==> src/rtl/dmem_pkg.sv <==
// Shared definitions for the data-memory arbiter: FSM encoding, port ids
// and memory geometry.
package dmem_pkg;

    typedef enum logic [1:0] {
        IDLE   = 2'd0,
        ACCESS = 2'd1,
        RESP   = 2'd2
    } state_e;

    localparam logic PORT_CPU = 1'b0;
    localparam logic PORT_DBG = 1'b1;

    localparam int unsigned MEM_BYTES  = 64;
    localparam int unsigned WORD_BYTES = 8;
    localparam logic [2:0]  WORD_MASK  = 3'b111;

    // True when the low address bits select the first byte of a word.
    function automatic logic word_aligned(input logic [2:0] lsb);
        return (lsb & WORD_MASK) == 3'b000;
    endfunction

endpackage

==> src/rtl/dmem_prio_sel.sv <==
// Winner selection between the pipeline port and the loader/debug port.
// Port 0 has fixed priority unless port 1 has been starved.
module dmem_prio_sel (
    input  logic p0_req,
    input  logic p1_req,
    input  logic starve,
    output logic grant0_c,
    output logic grant1_c
);

    always_comb begin
        grant1_c = p1_req & (starve | ~p0_req);
        grant0_c = p0_req & ~grant1_c;
    end

endmodule

==> src/rtl/dmem_arbiter.sv <==
// Two-port arbiter and sequencer for the shared data memory.
// One access in flight: IDLE (grant) -> ACCESS (strobe) -> RESP (response).
module dmem_arbiter #(
    parameter int unsigned ADDR_W    = 64,
    parameter int unsigned DATA_W    = 64,
    parameter int unsigned MEM_BYTES = dmem_pkg::MEM_BYTES,
    parameter int unsigned MAX_WAIT  = 4
) (
    input  logic              clk,
    input  logic              reset,
    input  logic              p0_req,
    input  logic              p0_we,
    input  logic [ADDR_W-1:0] p0_addr,
    input  logic [DATA_W-1:0] p0_wdata,
    output logic              p0_ready,
    output logic              p0_rsp_valid,
    output logic [DATA_W-1:0] p0_rdata,
    output logic              p0_err,
    input  logic              p1_req,
    input  logic              p1_we,
    input  logic [ADDR_W-1:0] p1_addr,
    input  logic [DATA_W-1:0] p1_wdata,
    output logic              p1_ready,
    output logic              p1_rsp_valid,
    output logic [DATA_W-1:0] p1_rdata,
    output logic              p1_err,
    output logic [ADDR_W-1:0] mem_addr,
    output logic [DATA_W-1:0] mem_wdata,
    output logic              mem_read,
    output logic              mem_write,
    input  logic [DATA_W-1:0] mem_rdata
);

    import dmem_pkg::*;

    localparam int unsigned CNT_W = $clog2(MAX_WAIT + 1);
    localparam logic [ADDR_W-1:0] LAST_WORD = ADDR_W'(MEM_BYTES - WORD_BYTES);
    localparam logic [CNT_W-1:0]  CNT_MAX   = CNT_W'(MAX_WAIT);

    state_e              state_q, state_d;
    logic [CNT_W-1:0]    wait_q, wait_d;
    logic                cmd_port_q, cmd_port_d;
    logic                cmd_we_q, cmd_we_d;
    logic                cmd_err_q, cmd_err_d;

    logic [ADDR_W-1:0]   mem_addr_d;
    logic [DATA_W-1:0]   mem_wdata_d;
    logic                mem_read_d, mem_write_d;
    logic                p0_rsp_valid_d, p1_rsp_valid_d;
    logic [DATA_W-1:0]   p0_rdata_d, p1_rdata_d;
    logic                p0_err_d, p1_err_d;

    logic                grant0_c, grant1_c;
    logic                win_we;
    logic [ADDR_W-1:0]   win_addr;
    logic [DATA_W-1:0]   win_wdata;
    logic                win_legal;
    logic [DATA_W-1:0]   rsp_data;

    dmem_prio_sel u_prio_sel (
        .p0_req   (p0_req),
        .p1_req   (p1_req),
        .starve   (wait_q == CNT_MAX),
        .grant0_c (grant0_c),
        .grant1_c (grant1_c)
    );

    // Grant is visible to the requester in the same IDLE cycle; quiet in reset.
    assign p0_ready = reset & (state_q == IDLE) & grant0_c;
    assign p1_ready = reset & (state_q == IDLE) & grant1_c;

    always_comb begin
        win_we    = grant1_c ? p1_we    : p0_we;
        win_addr  = grant1_c ? p1_addr  : p0_addr;
        win_wdata = grant1_c ? p1_wdata : p0_wdata;
        win_legal = word_aligned(win_addr[2:0]) && (win_addr <= LAST_WORD);
        rsp_data  = (cmd_err_q | cmd_we_q) ? '0 : mem_rdata;
    end

    // Next-state, command capture and response generation.
    always_comb begin
        state_d        = state_q;
        wait_d         = wait_q;
        cmd_port_d     = cmd_port_q;
        cmd_we_d       = cmd_we_q;
        cmd_err_d      = cmd_err_q;
        mem_addr_d     = '0;
        mem_wdata_d    = '0;
        mem_read_d     = 1'b0;
        mem_write_d    = 1'b0;
        p0_rsp_valid_d = 1'b0;
        p1_rsp_valid_d = 1'b0;
        p0_rdata_d     = p0_rdata;
        p1_rdata_d     = p1_rdata;
        p0_err_d       = p0_err;
        p1_err_d       = p1_err;

        case (state_q)
            IDLE: begin
                if (grant1_c) begin
                    wait_d = '0;
                end else if (p1_req && (wait_q != CNT_MAX)) begin
                    wait_d = wait_q + CNT_W'(1);
                end
                if (grant0_c || grant1_c) begin
                    cmd_port_d  = grant1_c ? PORT_DBG : PORT_CPU;
                    cmd_we_d    = win_we;
                    cmd_err_d   = ~win_legal;
                    mem_addr_d  = win_legal ? win_addr : '0;
                    mem_wdata_d = (win_legal && win_we) ? win_wdata : '0;
                    mem_read_d  = win_legal & ~win_we;
                    mem_write_d = win_legal & win_we;
                    state_d     = ACCESS;
                end
            end
            ACCESS: begin
                if (cmd_port_q == PORT_DBG) begin
                    p1_rsp_valid_d = 1'b1;
                    p1_rdata_d     = rsp_data;
                    p1_err_d       = cmd_err_q;
                end else begin
                    p0_rsp_valid_d = 1'b1;
                    p0_rdata_d     = rsp_data;
                    p0_err_d       = cmd_err_q;
                end
                state_d = RESP;
            end
            RESP:    state_d = IDLE;
            default: state_d = IDLE;
        endcase
    end

    always_ff @(posedge clk or negedge reset) begin
        if (!reset) begin
            state_q      <= IDLE;
            wait_q       <= '0;
            cmd_port_q   <= PORT_CPU;
            cmd_we_q     <= 1'b0;
            cmd_err_q    <= 1'b0;
            mem_addr     <= '0;
            mem_wdata    <= '0;
            mem_read     <= 1'b0;
            mem_write    <= 1'b0;
            p0_rsp_valid <= 1'b0;
            p1_rsp_valid <= 1'b0;
            p0_rdata     <= '0;
            p1_rdata     <= '0;
            p0_err       <= 1'b0;
            p1_err       <= 1'b0;
        end else begin
            state_q      <= state_d;
            wait_q       <= wait_d;
            cmd_port_q   <= cmd_port_d;
            cmd_we_q     <= cmd_we_d;
            cmd_err_q    <= cmd_err_d;
            mem_addr     <= mem_addr_d;
            mem_wdata    <= mem_wdata_d;
            mem_read     <= mem_read_d;
            mem_write    <= mem_write_d;
            p0_rsp_valid <= p0_rsp_valid_d;
            p1_rsp_valid <= p1_rsp_valid_d;
            p0_rdata     <= p0_rdata_d;
            p1_rdata     <= p1_rdata_d;
            p0_err       <= p0_err_d;
            p1_err       <= p1_err_d;
        end
    end

endmodule

==> config.mk <==
export PLATFORM = sky130hd
export DESIGN_NAME = dmem_arbiter
export DESIGN_NICKNAME = d
export VERILOG_FILES = /design/src/rtl/dmem_pkg.sv /design/src/rtl/dmem_prio_sel.sv /design/src/rtl/dmem_arbiter.sv
export SDC_FILE = /design/constraint.sdc
export NUM_CORES = 1
export LEC_CHECK = 0
export CAP_MARGIN = 10
export CORE_AREA = 2 2 231 233
export DETAILED_ROUTE_END_ITERATION = 10
export DIE_AREA = 0 0 233 235
export GPL_TIMING_DRIVEN = 0
export HOLD_SLACK_MARGIN = 0.12
export PLACE_DENSITY = 0.59
export SKIP_LAST_GASP = 1
export SLEW_MARGIN = 15
export SYNTH_ARGS = -nofsm -noshare
export SYNTH_HDL_FRONTEND = slang
export SYNTH_SLANG_ARGS = --single-unit
export TNS_END_PERCENT = 100
==> constraint.sdc <==
create_clock -name clk -period 2.69 [get_ports clk]
set_clock_uncertainty 0.15 [all_clocks]
set_input_delay 0.269 -clock clk [delete_from_list [all_inputs] [get_ports clk]]
set_output_delay 0.269 -clock clk [all_outputs]
set_load 0.02 [all_outputs]
==> Word level (Yosys, flattened, before mapping) <==
Index checks and enable logic that the tools add are counted.
{ "word_totals": {"input_bits": 326, "out_inout_bits": 264, "latch_bits": 0, "mem_count": 0, "romBits": 0, "word_cells": 69, "ram_bits": 0, "register_bits": 270} }
{ "op_classes": {"n_mul": 0, "div": 0, "n_eq_ne": 4, "shifts": 0, "muxes": 23, "order_cmp": 1, "n_bitwise": 14, "reduce_logical": 11, "addsub": 1} }
{ "op_table": {"columns": ["op", "count"], "rows": [
  ["$mux 64", 9],
  ["$le 64x6->1 const B", 1],
  ["$mux 1", 10],
  ["$reduce_and 2->1", 4],
  ["$and 1x1->1", 7],
  ["$mux 3", 2],
  ["$not 1->1", 5],
  ["$pmux 2 s2", 1],
  ["$add 3x1->3 const B", 1],
  ["$eq 3x3->1 const B", 1],
  ["$logic_and 1x1->1", 3],
  ["$logic_not 3->1", 1],
  ["$ne 3x3->1 const B", 1],
  ["$eq 2x1->1 const B", 1],
  ["$logic_not 2->1", 1],
  ["$mux 2", 1],
  ["$ne 2x1->1 const B", 1],
  ["$or 1x1->1", 2],
  ["$reduce_bool 2->1", 1],
  ["$logic_or 1x1->1", 1]
]} }

==> Longest topological paths before layout <==
Gate-level depths: netlist (run 1).
{ "logic_depth": {"depth_word": 10, "mapped_depth": 8} }

==> Modules after synthesis <==
From an unflattened synthesis (run 1), not the netlist that was laid out.
{ "hier_totals": {"cells_unflattened": 867, "area_unflattened_um2": 10212.3} }
{ "by_module_without_submodules": {"columns": ["module", "area_each_um2", "cells_each", "seq_area_each_um2", "n_inst"], "rows": [
  ["dmem_arbiter", 10193.5, 864, 6756.5, 1],
  ["dmem_prio_sel", 18.8, 3, 0.0, 1]
]} }

==> Least setup slack after synthesis (run 1) <==
No wires, ideal clock.
{ "synth_timing": {"path_type": "register to output", "startpoint": "reg wait_q[0]", "endpoint": "out p0_ready", "arrival_ns": 1.719, "t_required_ns": 2.271, "stages_incl_launch_ff": 8, "setup_slack_ns": 0.552, "path_cell_list": "dfrtp_1 > inv_1 > ha_1 > a21bo_4 > nand2_2 > buf_4 > buf_2 > and4_1"} }
{ "synth_between": {"elab_chain_len": 6} }
{ "synth_rtl": {"columns": ["item", "line_no", "source"], "rows": [
  ["from (decl)", "dmem_arbiter.sv:41", "logic [CNT_W-1:0] wait_q, wait_d;"],
  ["from (signal assigned)", "dmem_arbiter.sv:152", "wait_q <= wait_d;"],
  ["$eq 3x3->1", "dmem_arbiter.sv:63", ".starve (wait_q == CNT_MAX),"],
  ["$or 1x1->1", "dmem_prio_sel.sv:12", "grant1_c = p1_req & (starve | ~p0_req);"],
  ["$and 1x1->1", "dmem_prio_sel.sv:12", null],
  ["$not 1->1", "dmem_prio_sel.sv:13", "grant0_c = p0_req & ~grant1_c;"],
  ["$and 1x1->1", "dmem_prio_sel.sv:13", null],
  ["$and 1x1->1", "dmem_arbiter.sv:69", "assign p0_ready = reset & (state_q == IDLE) & grant0_c;"],
  ["to (decl)", "dmem_arbiter.sv:15", "output logic p0_ready,"]
]} }
Every way passes these cells.

==> Worst setup path after layout (run 1) <==
{ "layout_timing": {"startpoint": "reg wait_q[1]", "endpoint": "out p0_ready"} }
Same word-level chain as after synthesis.

==> results of run 1 <==
## routing by layer
| metal | wire length (um) | global-route usage (%) | vias up |
|---|---|---|---|
| met3 | 4019 | 4.903 | 62 |
| li1 | - | - | 4381 |
| met1 | 17060 | 18.09 | 4523 |
| met2 | 21250 | 26.61 | 420 |
| met5 | 13 | 0 | - |
| met4 | 1149 | 4.420 | 2 |
## critical path, stage by stage, from the launching register on
cell     delay (ns)
dfrtp_1        0.36
inv_1          0.05
ha_1           0.21
a21bo_4        0.25
nand2_8        0.13
buf_12         0.13
buf_12         0.15
and4_1         0.20
buf_4          0.14
## cell families (layout without fill, tap and decap cells)
group	Yosys count	in the layout
AND/OR/NAND/NOR	324	324
flip-flops	270	270
AO/OA/AOI/OAI	139	139
multiplexers	69	69
buffers and inverters	62	766
adder cells (fa/ha/maj)	2	2
other	1	63
## final timing paths
check,startpoint,to,slack (ns),cells after the start
max reg2reg,wait_q[1],mem_wdata[54],0.16,8
min,reset,p0_rdata[58],-0.42,1
min in group clk,p1_addr[3],mem_addr[3],0.15,3
min reg2reg,p1_rdata[34],p1_rdata[34],0.33,2
max,wait_q[1],p0_ready,0.03,8
max in group asynchronous,reset,mem_wdata[34],1.84,2
## Yosys cell counts (2+ instances only)
master      n  area share [%]
nor3_2     64             6.2
clkbuf_1   37             1.4
nor2_1     10            0.37
nand2_1   200             7.3
dfrtp_1   270              66
nor2b_1     2            0.12
nor3_1      2           0.097
buf_2      11            0.54
and3_1      2            0.12
o21ai_0   133             6.5
nand4_1     8            0.49
buf_6       7            0.77
nor4_1     28             1.7
ha_1        2            0.24
inv_1       6            0.22
mux2i_1    68             6.6
## per-stage QoR
stage	hold slack [ns]	util, %	power (mW)	worst slack [ns]	setup TNS [ns]
final	-0.4212	36.38	13.44	0.03224	0
after global routing	-0.3929	36.38	14.12	-0.08607	-0.08607
after CTS	-0.4290	36.34	13.65	-0.04611	-0.04611
after detailed placement	0.2189	33.13	8.992	-0.7467	-16.21
after global placement	0.3135	33.01	8.937	-10.61	-2893.13
after floorplan	-0.1766	-	6.644	0.5524	0
## registers in the layout (all words and copies together), names as in the netlist, 2 cells and up
register	flops
p1_rdata	64
mem_wdata	64
p0_rdata	64
state_q	2
wait_q	3
mem_addr	64
## what timing repair did
item	CTS	global route
gates resized for setup	15	2
hold endpoints to repair	196	94
pin swaps	1	0
setup buffers	2	1
setup endpoints to repair	72	17
## report_power, final
part | total (mW) | switching, mW | internal (mW)
clock network | 4.48 | 1.84 | 2.64
logic | 4.00 | 2.24 | 1.76
registers | 4.96 | 0.319 | 4.65
total | 13.4 | 4.40 | 9.05
## final cells by class
type / count / area, um^2
clock inverter: 18 / 209.0
multi-input combinational: 595 / 3458
fill: 5191 / 33230
antenna: 2 / 5.005
timing repair buffer: 646 / 6495
buffer: 56 / 307.8
clock buffer: 40 / 889.6
sequential: 270 / 6756
inverter: 6 / 22.52
tap: 688 / 860.8
==> metrics list, run 1 <==
- The flow ran to the end, but the final reports show violations.
- The checks that failed: hold timing.
- Counting tap cells, the placed design contains a total of ~2200 instances.
* Achievable frequency: about 380 MHz
- The count of cells in the finished layout, fillers not included, comes to around 2300.
- Yosys printed 0 warnings.
* Die area: 0.05476 mm^2
- Shortest period the worst path allows: about 2.7 ns
- Count of boundary I/O pins: 590
* Worst vdd ir: 0.5428 mV
* Worst rel slew slack: between 40% and 50%
* Count of nets left with antenna violations after detail routing: 0
* Critical path launch point type: flop
- Data arrives at the worst endpoint at between 2 and 2.5 ns.
- Fraction of layout cells with a size suffix above 1: around a tenth
- Register area share after synthesis: between 60 and 70%
- Core area: 0.05224 mm^2
* Floorplan die width: about 230 um
- The synthesized netlist devotes 0% of its cell area to XOR and XNOR gates.
* Max-cap viol count: 0
- Crit Path Max Fanout: 10
* Level count of the clock H-tree: 1
* FFs w/ async S/R, synth: between 90% and 100%
- The wire-length estimate of the detail-placed layout is about 34 mm.
- Cell count after synthesis: 867
* RSZ-0062 raised after global routing: true
- CTS saw 270 sinks.
* Total GRT Usage: between 15 and 20%
- Compound-cell area share of the yosys netlist: 7.212%
- Commonest non-fill, non-tap cell in the layout: clkdlybuf4s50_1
- Average via count per standard cell: ~4
* Main combinational cell family by area after synthesis: simple AND/OR/NAND/NOR gates
- Power spread over the standard cell area amounts to between 700 and 800 mW/mm^2.
* Total of endpoints with negative setup slack in the final report: 0
* Insertion delay to the later sink of the worst-skew pair: 0.58 ns
- Total wire length after detailed routing: approximately 43 mm
* Nets: slightly below 2000
- Type of the tightest min-delay check: in2async
- Share of cell area taken by muxes after synthesis: under 10%
* Starting density of the core: about a fifth
- CTS tree: done
- Leak Pwr: between 7 and 8 nW
- Entering global routing, the biggest net connects a little under 100 pins.
- The number of hold buffers added after CTS was 53.
* Post-synth EDFFs: 0
- Total overflow reported by the global router: 0
* Synth Cell Area: ~0.010 mm^2
* Prevailing post-synth register cell: dfrtp_1
- Reg clk slew, reported paths: ~0.06 ns
- Global-route wire length before repair: between 60 and 70 mm
- Port buffering added 588 buffers.
- The number of hold-slack violations in the final timing report is 94.
* Number of buffers between clock root and the deepest sink: 3
* Cell Rows: 84
- In the routed design, unresolved DRC markers number 0.
* Violation count after the first detailed-routing iteration: roughly 350
- From bottom edge to top edge, the die measures 235 um.
- Post-synthesis adder-cell area fraction: less than 1%
* Number of different library cells in the post-synthesis netlist: 33
* Root buffer selected by CTS: clkbuf_16
- Buffers inserted during clock tree synthesis total 31.
- Summing all non-filler instances in the final layout gives an area of ~0.019 mm^2.
- Relative to the synthesized area, the layout overhead comes to 85.03%.
- Leading cell types in the layout, fill and taps excluded: clkdlybuf4s50_1 (585), dfrtp_1 (270), nand2_1 (200)
- Routed wirelength normalized by instance count: 18.74 um
* Post-Syn Area per Cell: between 10 and 15 um^2
- Kind of end point of the critical path: output pin
- In this run, synthesis produced a sequential element count of 270.
- For the pin with the worst max-slew slack, the measured transition is 0.7865 ns.
- Number of global-route vias before repair: approximately 10000
- The worst path uses between 90% and 100% of the clock period.
* Worst setup path category: reg2out
* RD Place Congestion: between 0.9 and 1
- Post-Synth Simple-Gate Area: between 15 and 20%
* Required time worst endpoint: around 2.3 ns
* Overall via count from detail_route: around 9400
- The total count of max-transition violations in the final report is 0.
- Hold slack: -0.4212 ns
- The number of antenna violations at the first check in global routing is 8.
- After detailed placement, the total cell area comes to between 0.015 and 0.02 mm^2.
- Drt first pass iters: 7
Power figures use the tool's default switching activity.
==> run 2, diff against run 1 <==
--- a/config.mk
+++ b/config.mk
@@ -17,4 +17,4 @@
 export SYNTH_ARGS = -nofsm -noshare
 export SYNTH_HDL_FRONTEND = slang
 export SYNTH_SLANG_ARGS = --single-unit
-export TNS_END_PERCENT = 100
+export TNS_END_PERCENT = 1
==> results of run 2 <==
The final DEF is identical to that of run 1; final timing and power are the same.
